## config.mk

```make
export PLATFORM = sky130hd
export DESIGN_NAME = main_ctrl_fsm_flat
export DESIGN_NICKNAME = d
export VERILOG_FILES = /design/src/rtl/main_ctrl_fsm_if.sv /design/src/rtl/main_ctrl_fsm.sv /design/src/flat_wrapper.sv
export SDC_FILE = /design/constraint.sdc
export NUM_CORES = 1
export LEC_CHECK = 0
export ABC_AREA = 1
export BUFFER_PORTS_ARGS = -buffer_cell sky130_fd_sc_hd__buf_2
export CAP_MARGIN = 20
export CELL_PAD_IN_SITES_DETAIL_PLACEMENT = 0
export CELL_PAD_IN_SITES_GLOBAL_PLACEMENT = 1
export CORE_ASPECT_RATIO = 0.6
export CORE_MARGIN = 1
export CORE_UTILIZATION = 32
export CTS_CLUSTER_SIZE = 12
export DETAILED_ROUTE_END_ITERATION = 7
export GPL_ROUTABILITY_DRIVEN = 0
export HOLD_SLACK_MARGIN = 0.06
export PLACE_DENSITY_LB_ADDON = 0.25
export RECOVER_POWER = 50
export SLEW_MARGIN = 0
export SYNTH_ARGS = -nofsm -noshare
export SYNTH_HDL_FRONTEND = slang
export SYNTH_SLANG_ARGS = --single-unit
```

## constraint.sdc

```tcl
create_clock -name clk -period 1.19 [get_ports clk]
set_input_delay 0.119 -clock clk [delete_from_list [all_inputs] [get_ports clk]]
set_output_delay 0.119 -clock clk [all_outputs]
set_load 0.1 [all_outputs]
```

## src/rtl/main_ctrl_fsm_if.sv

```systemverilog
// Control bundle between the multicycle main controller and the datapath/FPU.
// master = controller side (reads instruction fields and FPU status, drives controls).
// slave  = datapath side (drives instruction fields and FPU status, reads controls).
interface main_ctrl_fsm_if;
  logic [1:0] Op;
  logic [5:0] Funct;
  logic       FpuDone;
  logic       IRWrite;
  logic       AdrSrc;
  logic       ALUSrcA;
  logic [1:0] ALUSrcB;
  logic [1:0] ResultSrc;
  logic       ALUOp;
  logic       NextPC;
  logic       RegW;
  logic       MemW;
  logic       FpuW;
  logic       Branch;
  logic       FpuStart;
  logic       FpuTimeout;
  logic [3:0] State;

  modport master (
    input  Op, Funct, FpuDone,
    output IRWrite, AdrSrc, ALUSrcA, ALUSrcB, ResultSrc, ALUOp, NextPC,
           RegW, MemW, FpuW, Branch, FpuStart, FpuTimeout, State
  );

  modport slave (
    output Op, Funct, FpuDone,
    input  IRWrite, AdrSrc, ALUSrcA, ALUSrcB, ResultSrc, ALUOp, NextPC,
           RegW, MemW, FpuW, Branch, FpuStart, FpuTimeout, State
  );
endinterface

```

## src/rtl/main_ctrl_fsm.sv

```systemverilog
// Multicycle main controller: fetch/decode/execute/writeback sequencing with a
// bounded start/done handshake to a multicycle FPU.
//
// state     | meaning
// ----------+-----------------------------------------------
// FETCH     | read instruction, PC <- PC+4
// DECODE    | read registers, dispatch on Op
// MEMADR    | compute load/store address
// MEMRD     | read data memory
// MEMWB     | write loaded data to register file
// MEMWR     | write data memory
// EXECR     | ALU op with register operand
// EXECI     | ALU op with immediate operand
// ALUWB     | write ALU result to register file
// BRANCH    | branch target to PC
// FPUSTART  | launch FPU (one-cycle pulse)
// FPUWAIT   | wait for FpuDone, bounded by FPU_TIMEOUT cycles
// FPUWB     | write FPU result
// UNKNOWN   | illegal encoding reached, held until reset
module main_ctrl_fsm #(
  parameter int FPU_TIMEOUT = 64,
  parameter int CNT_W       = 7
) (
  input  logic            clk,
  input  logic            reset,
  main_ctrl_fsm_if.master bus
);

  typedef enum logic [3:0] {
    S_FETCH    = 4'd0,
    S_DECODE   = 4'd1,
    S_MEMADR   = 4'd2,
    S_MEMRD    = 4'd3,
    S_MEMWB    = 4'd4,
    S_MEMWR    = 4'd5,
    S_EXECR    = 4'd6,
    S_EXECI    = 4'd7,
    S_ALUWB    = 4'd8,
    S_BRANCH   = 4'd9,
    S_FPUSTART = 4'd10,
    S_FPUWAIT  = 4'd11,
    S_FPUWB    = 4'd12,
    S_UNKNOWN  = 4'd15
  } state_t;

  localparam logic [CNT_W-1:0] C_LAST = CNT_W'(FPU_TIMEOUT - 1);

  state_t           r_state;
  state_t           w_next_state;
  logic [CNT_W-1:0] r_cnt;
  logic             r_fpu_timeout;
  logic             w_timeout_hit;
  logic             w_unused_funct;

  // Funct bits other than I and L belong to the ALU decoder, not to this FSM.
  assign w_unused_funct = ^bus.Funct[4:1];

  // Wait expired this cycle without a result; FpuDone wins if both coincide.
  assign w_timeout_hit = (r_state == S_FPUWAIT) && !bus.FpuDone && (r_cnt == C_LAST);

  // State register.
  always_ff @(posedge clk or posedge reset) begin
    if (reset) r_state <= S_FETCH;
    else       r_state <= w_next_state;
  end

  // FPU wait counter (cleared while launching, so it starts at 0 in FPUWAIT) and timeout pulse.
  always_ff @(posedge clk or posedge reset) begin
    if (reset) begin
      r_cnt         <= '0;
      r_fpu_timeout <= 1'b0;
    end else begin
      r_fpu_timeout <= w_timeout_hit;
      if (r_state == S_FPUSTART)     r_cnt <= '0;
      else if (r_state == S_FPUWAIT) r_cnt <= r_cnt + CNT_W'(1);
    end
  end

  // Next-state logic.
  always_comb begin
    w_next_state = S_UNKNOWN;
    case (r_state)
      S_FETCH:    w_next_state = S_DECODE;
      S_DECODE: begin
        case (bus.Op)
          2'b00:   w_next_state = bus.Funct[5] ? S_EXECI : S_EXECR;
          2'b01:   w_next_state = S_MEMADR;
          2'b10:   w_next_state = S_BRANCH;
          default: w_next_state = S_FPUSTART;
        endcase
      end
      S_MEMADR:   w_next_state = bus.Funct[0] ? S_MEMRD : S_MEMWR;
      S_MEMRD:    w_next_state = S_MEMWB;
      S_EXECR,
      S_EXECI:    w_next_state = S_ALUWB;
      S_FPUSTART: w_next_state = S_FPUWAIT;
      S_FPUWAIT: begin
        if (bus.FpuDone)        w_next_state = S_FPUWB;
        else if (w_timeout_hit) w_next_state = S_FETCH;
        else                    w_next_state = S_FPUWAIT;
      end
      S_ALUWB,
      S_MEMWB,
      S_MEMWR,
      S_BRANCH,
      S_FPUWB:    w_next_state = S_FETCH;
      default:    w_next_state = S_UNKNOWN;
    endcase
  end

  // Moore output decode from the current state.
  always_comb begin
    bus.IRWrite   = 1'b0;
    bus.AdrSrc    = 1'b0;
    bus.ALUSrcA   = 1'b0;
    bus.ALUSrcB   = 2'b00;
    bus.ResultSrc = 2'b00;
    bus.ALUOp     = 1'b0;
    bus.NextPC    = 1'b0;
    bus.RegW      = 1'b0;
    bus.MemW      = 1'b0;
    bus.FpuW      = 1'b0;
    bus.Branch    = 1'b0;
    bus.FpuStart  = 1'b0;
    case (r_state)
      S_FETCH: begin
        bus.IRWrite   = 1'b1;
        bus.ALUSrcA   = 1'b1;
        bus.ALUSrcB   = 2'b10;
        bus.ResultSrc = 2'b10;
        bus.NextPC    = 1'b1;
      end
      S_DECODE: begin
        bus.ALUSrcA   = 1'b1;
        bus.ALUSrcB   = 2'b10;
        bus.ResultSrc = 2'b10;
      end
      S_EXECR: begin
        bus.ALUSrcB = 2'b00;
        bus.ALUOp   = 1'b1;
      end
      S_EXECI: begin
        bus.ALUSrcB = 2'b01;
        bus.ALUOp   = 1'b1;
      end
      S_MEMADR:  bus.ALUSrcB = 2'b01;
      S_ALUWB: begin
        bus.ResultSrc = 2'b00;
        bus.RegW      = 1'b1;
      end
      S_MEMRD:   bus.AdrSrc = 1'b1;
      S_MEMWB: begin
        bus.ResultSrc = 2'b01;
        bus.RegW      = 1'b1;
      end
      S_MEMWR: begin
        bus.AdrSrc = 1'b1;
        bus.MemW   = 1'b1;
      end
      S_BRANCH: begin
        bus.ALUSrcB   = 2'b01;
        bus.ResultSrc = 2'b10;
        bus.Branch    = 1'b1;
      end
      S_FPUSTART: bus.FpuStart = 1'b1;
      S_FPUWB: begin
        bus.ResultSrc = 2'b00;
        bus.FpuW      = 1'b1;
      end
      default: ;
    endcase
  end

  assign bus.State      = r_state;
  assign bus.FpuTimeout = r_fpu_timeout;

endmodule

```

## src/flat_wrapper.sv

```systemverilog
// flat-port wrapper written by rule: the top's interface ports become plain ports
module main_ctrl_fsm_flat 
#(
  parameter int FPU_TIMEOUT = 64,
  parameter int CNT_W       = 7
)
  (clk, reset, bus_Op, bus_Funct, bus_FpuDone, bus_IRWrite, bus_AdrSrc, bus_ALUSrcA, bus_ALUSrcB, bus_ResultSrc, bus_ALUOp, bus_NextPC, bus_RegW, bus_MemW, bus_FpuW, bus_Branch, bus_FpuStart, bus_FpuTimeout, bus_State);
  main_ctrl_fsm_if bus_i ();
  input  logic clk;
  input  logic reset;
  input wire logic [$bits(bus_i.Op)-1:0] bus_Op;
  input wire logic [$bits(bus_i.Funct)-1:0] bus_Funct;
  input wire logic [$bits(bus_i.FpuDone)-1:0] bus_FpuDone;
  output wire logic [$bits(bus_i.IRWrite)-1:0] bus_IRWrite;
  output wire logic [$bits(bus_i.AdrSrc)-1:0] bus_AdrSrc;
  output wire logic [$bits(bus_i.ALUSrcA)-1:0] bus_ALUSrcA;
  output wire logic [$bits(bus_i.ALUSrcB)-1:0] bus_ALUSrcB;
  output wire logic [$bits(bus_i.ResultSrc)-1:0] bus_ResultSrc;
  output wire logic [$bits(bus_i.ALUOp)-1:0] bus_ALUOp;
  output wire logic [$bits(bus_i.NextPC)-1:0] bus_NextPC;
  output wire logic [$bits(bus_i.RegW)-1:0] bus_RegW;
  output wire logic [$bits(bus_i.MemW)-1:0] bus_MemW;
  output wire logic [$bits(bus_i.FpuW)-1:0] bus_FpuW;
  output wire logic [$bits(bus_i.Branch)-1:0] bus_Branch;
  output wire logic [$bits(bus_i.FpuStart)-1:0] bus_FpuStart;
  output wire logic [$bits(bus_i.FpuTimeout)-1:0] bus_FpuTimeout;
  output wire logic [$bits(bus_i.State)-1:0] bus_State;
  assign bus_i.Op = bus_Op;
  assign bus_i.Funct = bus_Funct;
  assign bus_i.FpuDone = bus_FpuDone;
  assign bus_IRWrite = bus_i.IRWrite;
  assign bus_AdrSrc = bus_i.AdrSrc;
  assign bus_ALUSrcA = bus_i.ALUSrcA;
  assign bus_ALUSrcB = bus_i.ALUSrcB;
  assign bus_ResultSrc = bus_i.ResultSrc;
  assign bus_ALUOp = bus_i.ALUOp;
  assign bus_NextPC = bus_i.NextPC;
  assign bus_RegW = bus_i.RegW;
  assign bus_MemW = bus_i.MemW;
  assign bus_FpuW = bus_i.FpuW;
  assign bus_Branch = bus_i.Branch;
  assign bus_FpuStart = bus_i.FpuStart;
  assign bus_FpuTimeout = bus_i.FpuTimeout;
  assign bus_State = bus_i.State;
  main_ctrl_fsm #(.FPU_TIMEOUT(FPU_TIMEOUT), .CNT_W(CNT_W)) u_core (.clk(clk), .reset(reset), .bus(bus_i));
endmodule
```

==> flow_summary.ini <==
[status]
outcome = finished, violations left
violations = setup timing

[yosys]
yosysSeqAreaShare_pct = 36.6
ys_types = 21
synth-xor-area-share_pct = 1.07
synth_top_family_by_area = simple AND/OR/NAND/NOR gates
syn_avg_cell_area_um2 = 6.62
synth_compound_area_share_pct = 8.69
synth.cell_area_um2 = 821
ys_ff_latch = 12
synth_flop_cell = dfrtp_1
synthMuxAreaShare_pct = 0
yosys_warnings = 0
synthAdderAreaFrac_pct = 1.52
synth_cells = 124
synthesis.nets = 136
synth-async-reset-ratio_pct = 100
synth-edff-count = 0
synth-simple-area-share_pct = 41.2

[setup_path]
rr_endpoint = u_core.r_cnt[4]
path_cells = nor2_4 > inv_4 > o211ai_1 > buf_12
arrival_ps = 1480
cpMaxStageDelayCell = dfrtp_4
startpoint_type = flip-flop
ff2ff_setup_slack_ps = -150
ff2ff_path_depth = 7
worstSetupPathType = flip-flop to output pin
crit_family = flip-flops
critPathMaxFanout = 6
endpoint_kind = output pin
r2r-start = u_core.bus.State[0]
critPathBufInv = 2
critical_path_required_ps = 1070
max_stage_delay_ps = 540

[final_layout]
fillers = 164
area_growth_pct = 104
drive_gt1_share_pct = 51.1
stdcell_area_um2 = 1680
fin_nets = 189
stdcell_count = 206
final_core_util_pct = 73.0
diodes = 0

[min_path]
hold_depth = 3
min_path_type = input port to flip-flop
hold_path_end = u_core.bus.State[2]
min-delay-start = bus_FpuDone

[power_and_ir_drop]
pwr-share-comb_pct = 3.2
switchingPower_uw = 175
power_density_nw_per_um2 = 529
p_clk_share_pct = 50.8
finalPower_uw = 887
ir_drop_uv = 657
power_leakage_nw = 0.779
power_frac_seq_pct = 46.0
power.internal_uw = 712
swShare_pct = 19.7

[floorplan]
num_rows = 13
fp.dieW_um = 67.4
die_h_um = 41.2
num_io_pins = 30
dieArea_um2 = 2780
core_area_um2 = 2290
start_util_pct = 35.8

[global_routing]
antenna_found_initial = 0
gr-total-overflow = 0
grt_pass1_wl_um = 4310
grt_max_degree = 13
grt_usage_pct = 22.1
grt_pass1_vias = 874

[routing]
wl_met1_um = 1280
dr_wl_met3_um = 120
antenna_left = 0
highest_layer = met4
first_pass_iters = 4
detail_route.wl_per_cell_um = 13.4
routed_wirelength_um = 2760
viasPerCell = 4.79
drc = 0
drt_iter0_markers = 63
via_count = 987
wl_met2_um = 1340

[clock_tree]
clk_path_buf_depth = 2
clk_pin_slew_ps = 50
cts_tree = built
htreeDepth = 1
clkSinkCount = 12
root_buffer = clkbuf_8
cts_buffers = 3
insertion_delay_ps = 240

[placement]
place_ws_ps = -136
dp.final_hpwl_um = 2160
numPortBuffers = 25
place_inst = 197
dpl-instance-area_um2 = 1510

[sta]
finalSetupViolCount = 25
fin_crit_ps = 1600
finalWorstSetupSlack_ps = -410
skew_ps = 1.49
rsz0062_at_grt = yes
slew_viol_final = 0
hold_ws_ps = 135
max_freq_mhz = 625
max_slew_margin_pct = 67.4
finalSetupTns_ps = -5630
fin_crit_sh_pct = 134
worstMarginPinSlew_ps = 488
hold_viol_final = 0

[job]
max-cap-violations = 0
worst register-to-register path: stages, from the launching register on:
cell     delay, ps
dfrtp_4        450
buf_4          130
nand2_2        100
buf_12         160
nor2_8         170
nand2_1        100
nand2_1         80
a21oi_2         50
flip-flops by register name, indices dropped and copies added, names as in the netlist:
register               cells
u_core.r_cnt               7
u_core.bus.FpuTimeout      1
u_core.bus.State           4
what timing repair did:
item                                   in CTS  in global routing
pin swaps                                   3                  1
hold buffers                                1                  0
gates resized for setup                     9                 10
endpoints found under the hold margin      12                  0
setup buffers                               2                  2
setup endpoints to repair                  27                 30
Yosys cell counts (2+ instances only):
cell     number  area [µm²]
o21ai_0       5        25.0
a21oi_1       2        10.0
dfrtp_1      12         300
nand2_2       2        12.5
inv_1        22        82.6
nand3_1      11        55.1
nand2_1      33         124
nor2_1       23        86.3
nand4_1       2        12.5
area by class of cell:
class                           instances  area, µm²  share of cell area [%]
Timing Repair Buffer                   49        621                    37.0
Multi-Input combinational cell         89        537                    32.0
Sequential cell                        12        315                    18.8
Inverter                               22        110                    6.57
Clock buffer                            4       55.1                    3.29
Tap cell                               30       37.5                    2.24
power by group through the flow:
stage	Combinational, mW	Clock (mW)	Sequential [mW]
floorplan	0.0114	0	0.416
global placement	0.0255	0	0.416
detailed placement	0.0261	0	0.416
CTS	0.0287	0.451	0.408
global route	0.0334	0.460	0.408
finish	0.0284	0.451	0.408
metal layers:
layer,up-vias,GRT usage (%)
met4,0,3.19
met3,2,4.72
li1,493,-
met2,28,37.3
met5,-,0
met1,464,30.1
worst max path at each step:
stage	from	to	depth (start not counted)
after floorplan	u_core.bus.State[1]	bus_ALUSrcB[0]	2
after global placement	u_core.bus.State[0]	bus_ALUSrcB[0]	4
after detailed placement	u_core.bus.State[3]	u_core.bus.State[0]	7
after CTS	u_core.bus.State[2]	bus_ALUSrcB[0]	6
after global routing	u_core.bus.State[3]	bus_ALUSrcB[0]	4
final	u_core.bus.State[3]	bus_ALUSrcB[0]	4
cells in the final DEF (no fill, tap or decap), types with 2 or more instances in the layout:
cell type / n
nand2_2: 7
dfrtp_1: 8
a21oi_2: 2
inv_4: 2
nor2_2: 2
inv_1: 12
nand2_1: 25
clkbuf_8: 4
o21ai_1: 3
nand2_4: 3
nand4_1: 2
nand3_1: 10
inv_2: 3
buf_6: 4
dfrtp_4: 4
buf_12: 20
clkinvlp_4: 4
nor2_1: 17
nor2_4: 5
buf_4: 18
buf_2: 6
o21ai_0: 3
kinds of logic (layout without fill, tap and decap cells):
logic type	after synthesis	count (layout)
compound gates	12	12
simple gates	75	75
fa+ha+maj	1	1
buf+inv	23	75
xor+xnor	1	1
flops	12	12
(Power assumes the default switching activity.)
